--- src/rtl/pipe_stage_skid.sv ---
// Generic pipeline stage register with a 2-entry skid buffer.
// ts_ready is decoded purely from the state flop, so ns_ready never reaches it combinationally.
module pipe_stage_skid #(
    parameter int                 DATA_W     = 32,
    parameter logic [DATA_W-1:0]  RESET_DATA = '0
) (
    input  logic              clk,
    input  logic              rst,
    input  logic              ls_valid,
    input  logic [DATA_W-1:0] ls_data,
    output logic              ts_ready,
    output logic              ts_valid,
    output logic [DATA_W-1:0] ts_data,
    input  logic              ns_ready,
    input  logic              stall,
    input  logic              flush,
    output logic [1:0]        occupancy
);

    // state | meaning
    // EMPTY | no entries held, ready to accept
    // ONE   | main entry valid, ready to accept
    // FULL  | main and skid valid, skid is younger, not ready
    typedef enum logic [1:0] {
        ST_EMPTY = 2'd0,
        ST_ONE   = 2'd1,
        ST_FULL  = 2'd2
    } state_t;

    state_t            state_q, state_d;
    logic [DATA_W-1:0] main_q, main_d;
    logic [DATA_W-1:0] skid_q, skid_d;
    logic              in_fire, out_fire;

    assign ts_ready  = (state_q != ST_FULL);
    assign ts_valid  = (state_q != ST_EMPTY);
    assign ts_data   = main_q;
    assign occupancy = state_q;

    assign in_fire  = ls_valid & ts_ready & ~stall & ~flush;
    assign out_fire = ts_valid & ns_ready & ~stall & ~flush;

    always_comb begin
        state_d = state_q;
        main_d  = main_q;
        skid_d  = skid_q;
        if (flush) begin
            state_d = ST_EMPTY;
        end else begin
            case (state_q)
                ST_EMPTY: begin
                    if (in_fire) begin
                        state_d = ST_ONE;
                        main_d  = ls_data;
                    end
                end
                ST_ONE: begin
                    if (in_fire && out_fire) begin
                        main_d = ls_data;
                    end else if (in_fire) begin
                        state_d = ST_FULL;
                        skid_d  = ls_data;
                    end else if (out_fire) begin
                        state_d = ST_EMPTY;
                    end
                end
                ST_FULL: begin
                    // skid is older than anything upstream, so it moves up into main
                    if (out_fire) begin
                        state_d = ST_ONE;
                        main_d  = skid_q;
                    end
                end
                default: state_d = ST_EMPTY;
            endcase
        end
    end

    always_ff @(posedge clk) begin
        if (rst) begin
            state_q <= ST_EMPTY;
            main_q  <= RESET_DATA;
            skid_q  <= RESET_DATA;
        end else begin
            state_q <= state_d;
            main_q  <= main_d;
            skid_q  <= skid_d;
        end
    end

`ifndef SYNTHESIS
    // upstream must hold its payload while it is being refused
    ls_data_hold: assert property (@(posedge clk) disable iff (rst)
        (ls_valid && !ts_ready && !flush) |=> (!ls_valid || $stable(ls_data)))
        else $error("ls_data changed while held off by ts_ready=0");
`endif

endmodule

--- config.mk ---
export PLATFORM = sky130hd
export DESIGN_NAME = pipe_stage_skid
export DESIGN_NICKNAME = d
export VERILOG_FILES = /design/src/rtl/pipe_stage_skid.sv
export SDC_FILE = /design/constraint.sdc
export NUM_CORES = 1
export LEC_CHECK = 0
export BUFFER_PORTS_ARGS = -buffer_cell sky130_fd_sc_hd__buf_2
export CELL_PAD_IN_SITES_DETAIL_PLACEMENT = 1
export CELL_PAD_IN_SITES_GLOBAL_PLACEMENT = 2
export CORE_MARGIN = 2
export CORE_UTILIZATION = 37
export CTS_CLUSTER_SIZE = 20
export DETAILED_ROUTE_END_ITERATION = 16
export GPL_TIMING_DRIVEN = 0
export PLACE_DENSITY_LB_ADDON = 0.1
export SYNTH_ARGS = -nofsm -noshare
export SYNTH_HDL_FRONTEND = slang
export SYNTH_SLANG_ARGS = --single-unit
--- constraint.sdc ---
create_clock -name clk -period 2.55 [get_ports clk]
set_input_delay 0.51 -clock clk [delete_from_list [all_inputs] [get_ports clk]]
set_output_delay 0.51 -clock clk [all_outputs]
set_load 0.02 [all_outputs]
==> summary.md <==
| Metric | Value |
|---|---|
| Most common cell after layout, fill and taps aside | buf_2 |
| Reg-to-Reg Start | occupancy[0]$_SDFFE_PP0P_ |
| CTS Hold Buffers Added | 0 |
| Setup bufs post-CTS | 0 |
| N_diodes | 0 |
| Fin cells | 512 |
| Slew headroom | 46.2% |
| M1 WL | 4.57 mm |
| Met3 wire length | 393 µm |
| Period utilization | 82.8% |
| Final Wtd Congestion | 0.716 |
| MaxCap Viol Count | 0 |
| Initial DRC Count | 57 |
| Ys async rst share | 0% |
| Setup Skew | 0.00829 ns |
| Worst Hold Launch | ls_data[21] |
| Vias | 2894 |
| Leak | 1.70 nW |
| Leading cell types in the layout, fill and taps excluded | buf_2 (78), dfxtp_1 (66), mux2i_1 (32), nand3_1 (32), a21oi_1 (32) |
| Vias in the first global route | 2974 |
| Max FO, Critical Path | 10 |
| Worst-path clk slew | 0.07 ns |
| Placed cell count | 496 |
| Vias/cell | 5.65 |
| Setup TNS Final | 0 ns |
| Htree depth | 3 |
| CP Data Arrival Time | 1.60 ns |
| Worst skew pair latency | 0.35 ns |
| Final Setup Violations | 0 |
| Cell row count | 34 |
| Root buffer cell | clkbuf_8 |
| Overflow after GRT | 0 |
| Tmin final | 2.11 ns |
| WL met2 | 4.74 mm |
| Final Hold Fails | 0 |
| Startpoint types | register |
| Outcome | completed |
| Number of synthesized flops with an enable pin | 0 |
| CTS Sinks | 66 |
| Antenna Nets Post-Route | 0 |
| Post-Syn Nets | 354 |
| Yosys warning count | 0 |
| DP Wirelength | 6.69 mm |
| First-pass iteration count of the detailed router | 4 |
| Synthesis-stage register bit count | 66 |
| Mapped Area | 0.00336 mm² |
| Die Ht | 99.3 µm |
| Die Span X | 99.3 µm |
| WHS Path Cells | 3 |
| Reg2Reg Depth | 5 |
| Int Pwr | 1.73 mW |
| Max Root-Sink Buffers | 2 |
| Layout cells sized above 1 | 41.3% |
| Peak supply drop | 0.261 mV |
| Switching power total | 662 µW |
| Gr usage total | 20.8% |
| Pwr dens | 590 mW/mm² |
| Tot Pwr | 2.39 mW |
| Final net count | 437 |
| IO Pins | 74 |
| Layout area overhead | 20.6% |
| Pins over their slew limit | 0 |
| DRC | 0 |
| Initial antenna violation count | 0 |
| Main synth FF type | dfxtp_1 |
| First-pass GRT wire length | 16.0 mm |
| Routed WL | 9.80 mm |
| Synth top area cells | dfxtp_1 (39%), a211oi_2 (11%), mux2i_1 (9.5%), a221oi_2 (8.9%), a21oi_1 (4.8%) |
| Unrepaired setup endpoints after global routing | false |
| Highest Signal Layer | met4 |
| Clock share of power | 38.0% |
| Hold WC Path Type | primary input to register |
| Core area | 0.00876 mm² |
| # resized after CTS | 0 |
| Yosys top cell area share | 39.3% |
| Cell taking the most area after synthesis | dfxtp_1 |
| CTS tree | built |
| Initial core utilization | 38.3% |
| Crit path required time | 2.04 ns |
| Post-Syn Instances | 316 |
| Logic pwr share | 16.4% |
| WS Path Type | register to output pin |
| Hold EP | skid_q[21]$_SDFFE_PP0P_ |
| Mean Syn Cell Area | 10.6 µm² |
| Netlist cell types | 32 |
| Switching part of the total power | 27.7% |
| Num CTS Buffers | 9 |
| Peak Freq | 474 MHz |
| Largest net degree at the start of global routing | 11 |
| Avg WL per Cell | 19.1 µm |
| Worst r2r dst | skid_q[6]$_SDFFE_PP0P_ |
| CP Capture Type | output pin |
| R2R setup slack | 0.89 ns |
| Port bufs | 72 |
| Worst slew pin tran | 0.807 ns |
| DIE AREA | 0.00986 mm² |
| Reg power frac | 45.7% |
| Seq/Total Area, Yosys | 39.3% |
==> worst max-delay path, cell delays in order, from the launching register on <==
cell and delay, ns:
dfxtp_1 0.50, nand2b_1 0.15, buf_4 0.17, buf_4 0.23, buf_2 0.20
==> state kept, by name, indices dropped and copies added (netlist names) <==
| register | cells |
|---|---|
| skid_q | 32 |
| occupancy | 2 |
| ts_data | 32 |
==> Yosys cell counts, types with 2 or more instances <==
master,n
buf_8,2
mux2i_1,32
a21oi_1,32
dfxtp_1,66
buf_6,8
a221oi_1,12
nand2b_1,2
o21ai_0,2
buf_4,8
a211oi_2,30
nand3_1,32
a221oi_2,20
a211oi_1,3
clkbuf_1,14
buf_2,6
o21ai_1,30
nor2b_1,2
==> cells by family (layout without fill, tap and decap cells) <==
family,after synthesis,after routing,share of synthesized area [%]
compound gates,132,132,34.5
flops,66,66,39.3
mux,33,33,9.98
xor+xnor,1,1,0.261
simple gates,42,42,7.56
buf+inv,42,130,8.41
==> how the worst max path moves through the flow <==
| stage | start | end | slack [ns] | depth (start not counted) |
|---|---|---|---|---|
| 6_report | occupancy[0]$_SDFFE_PP0P_ | ts_ready | 0.44 | 4 |
| 5_1_grt | occupancy[0]$_SDFFE_PP0P_ | ts_ready | 0.32 | 4 |
| 4_1_cts | occupancy[0]$_SDFFE_PP0P_ | ts_ready | 0.39 | 4 |
| 3_5_place_dp | ns_ready | ts_data[1]$_SDFFE_PP0P_ | 0.66 | 5 |
| 3_3_place_gp | ns_ready | ts_data[30]$_SDFFE_PP0P_ | 0.69 | 5 |
| 2_1_floorplan | occupancy[1]$_SDFFE_PP0P_ | ts_data[21]$_SDFFE_PP0P_ | 0.94 | 4 |
==> per-stage QoR <==
step                      hold WS, ns  setup WS (ns)  area (µm²)  util [%]
after floorplan                 0.453          0.939        3360         -
after global placement          0.464          0.689        3860      44.0
after detailed placement        0.469          0.663        3860      44.0
after CTS                       0.412          0.391        4050      46.3
after global routing            0.412          0.318        4050      46.3
final                           0.418          0.438        4050      46.3
==> layout make-up <==
class	instances	area, µm²
fill	1017	4710
multi-input combinational	208	1760
buffer	41	279
clock buffer	14	163
clock inverter	2	35.0
tap	108	135
sequential	66	1320
timing repair buffer	72	360
inverter	1	3.75
==> power by group through the flow <==
stage | logic [mW] | registers (mW) | clock network (mW)
floorplan | 0.220 | 1.16 | 0
global placement | 0.394 | 1.11 | 0
detailed placement | 0.397 | 1.11 | 0
CTS | 0.398 | 1.09 | 0.932
global route | 0.423 | 1.10 | 0.989
finish | 0.391 | 1.09 | 0.908
==> metal layers <==
metal / track usage, % / vias up
met4: 5.37 / 0
met3: 5.13 / 9
met5: 0 / -
met2: 33.9 / 61
li1: - / 1398
met1: 27.5 / 1426
Power figures use the tool's default switching activity.
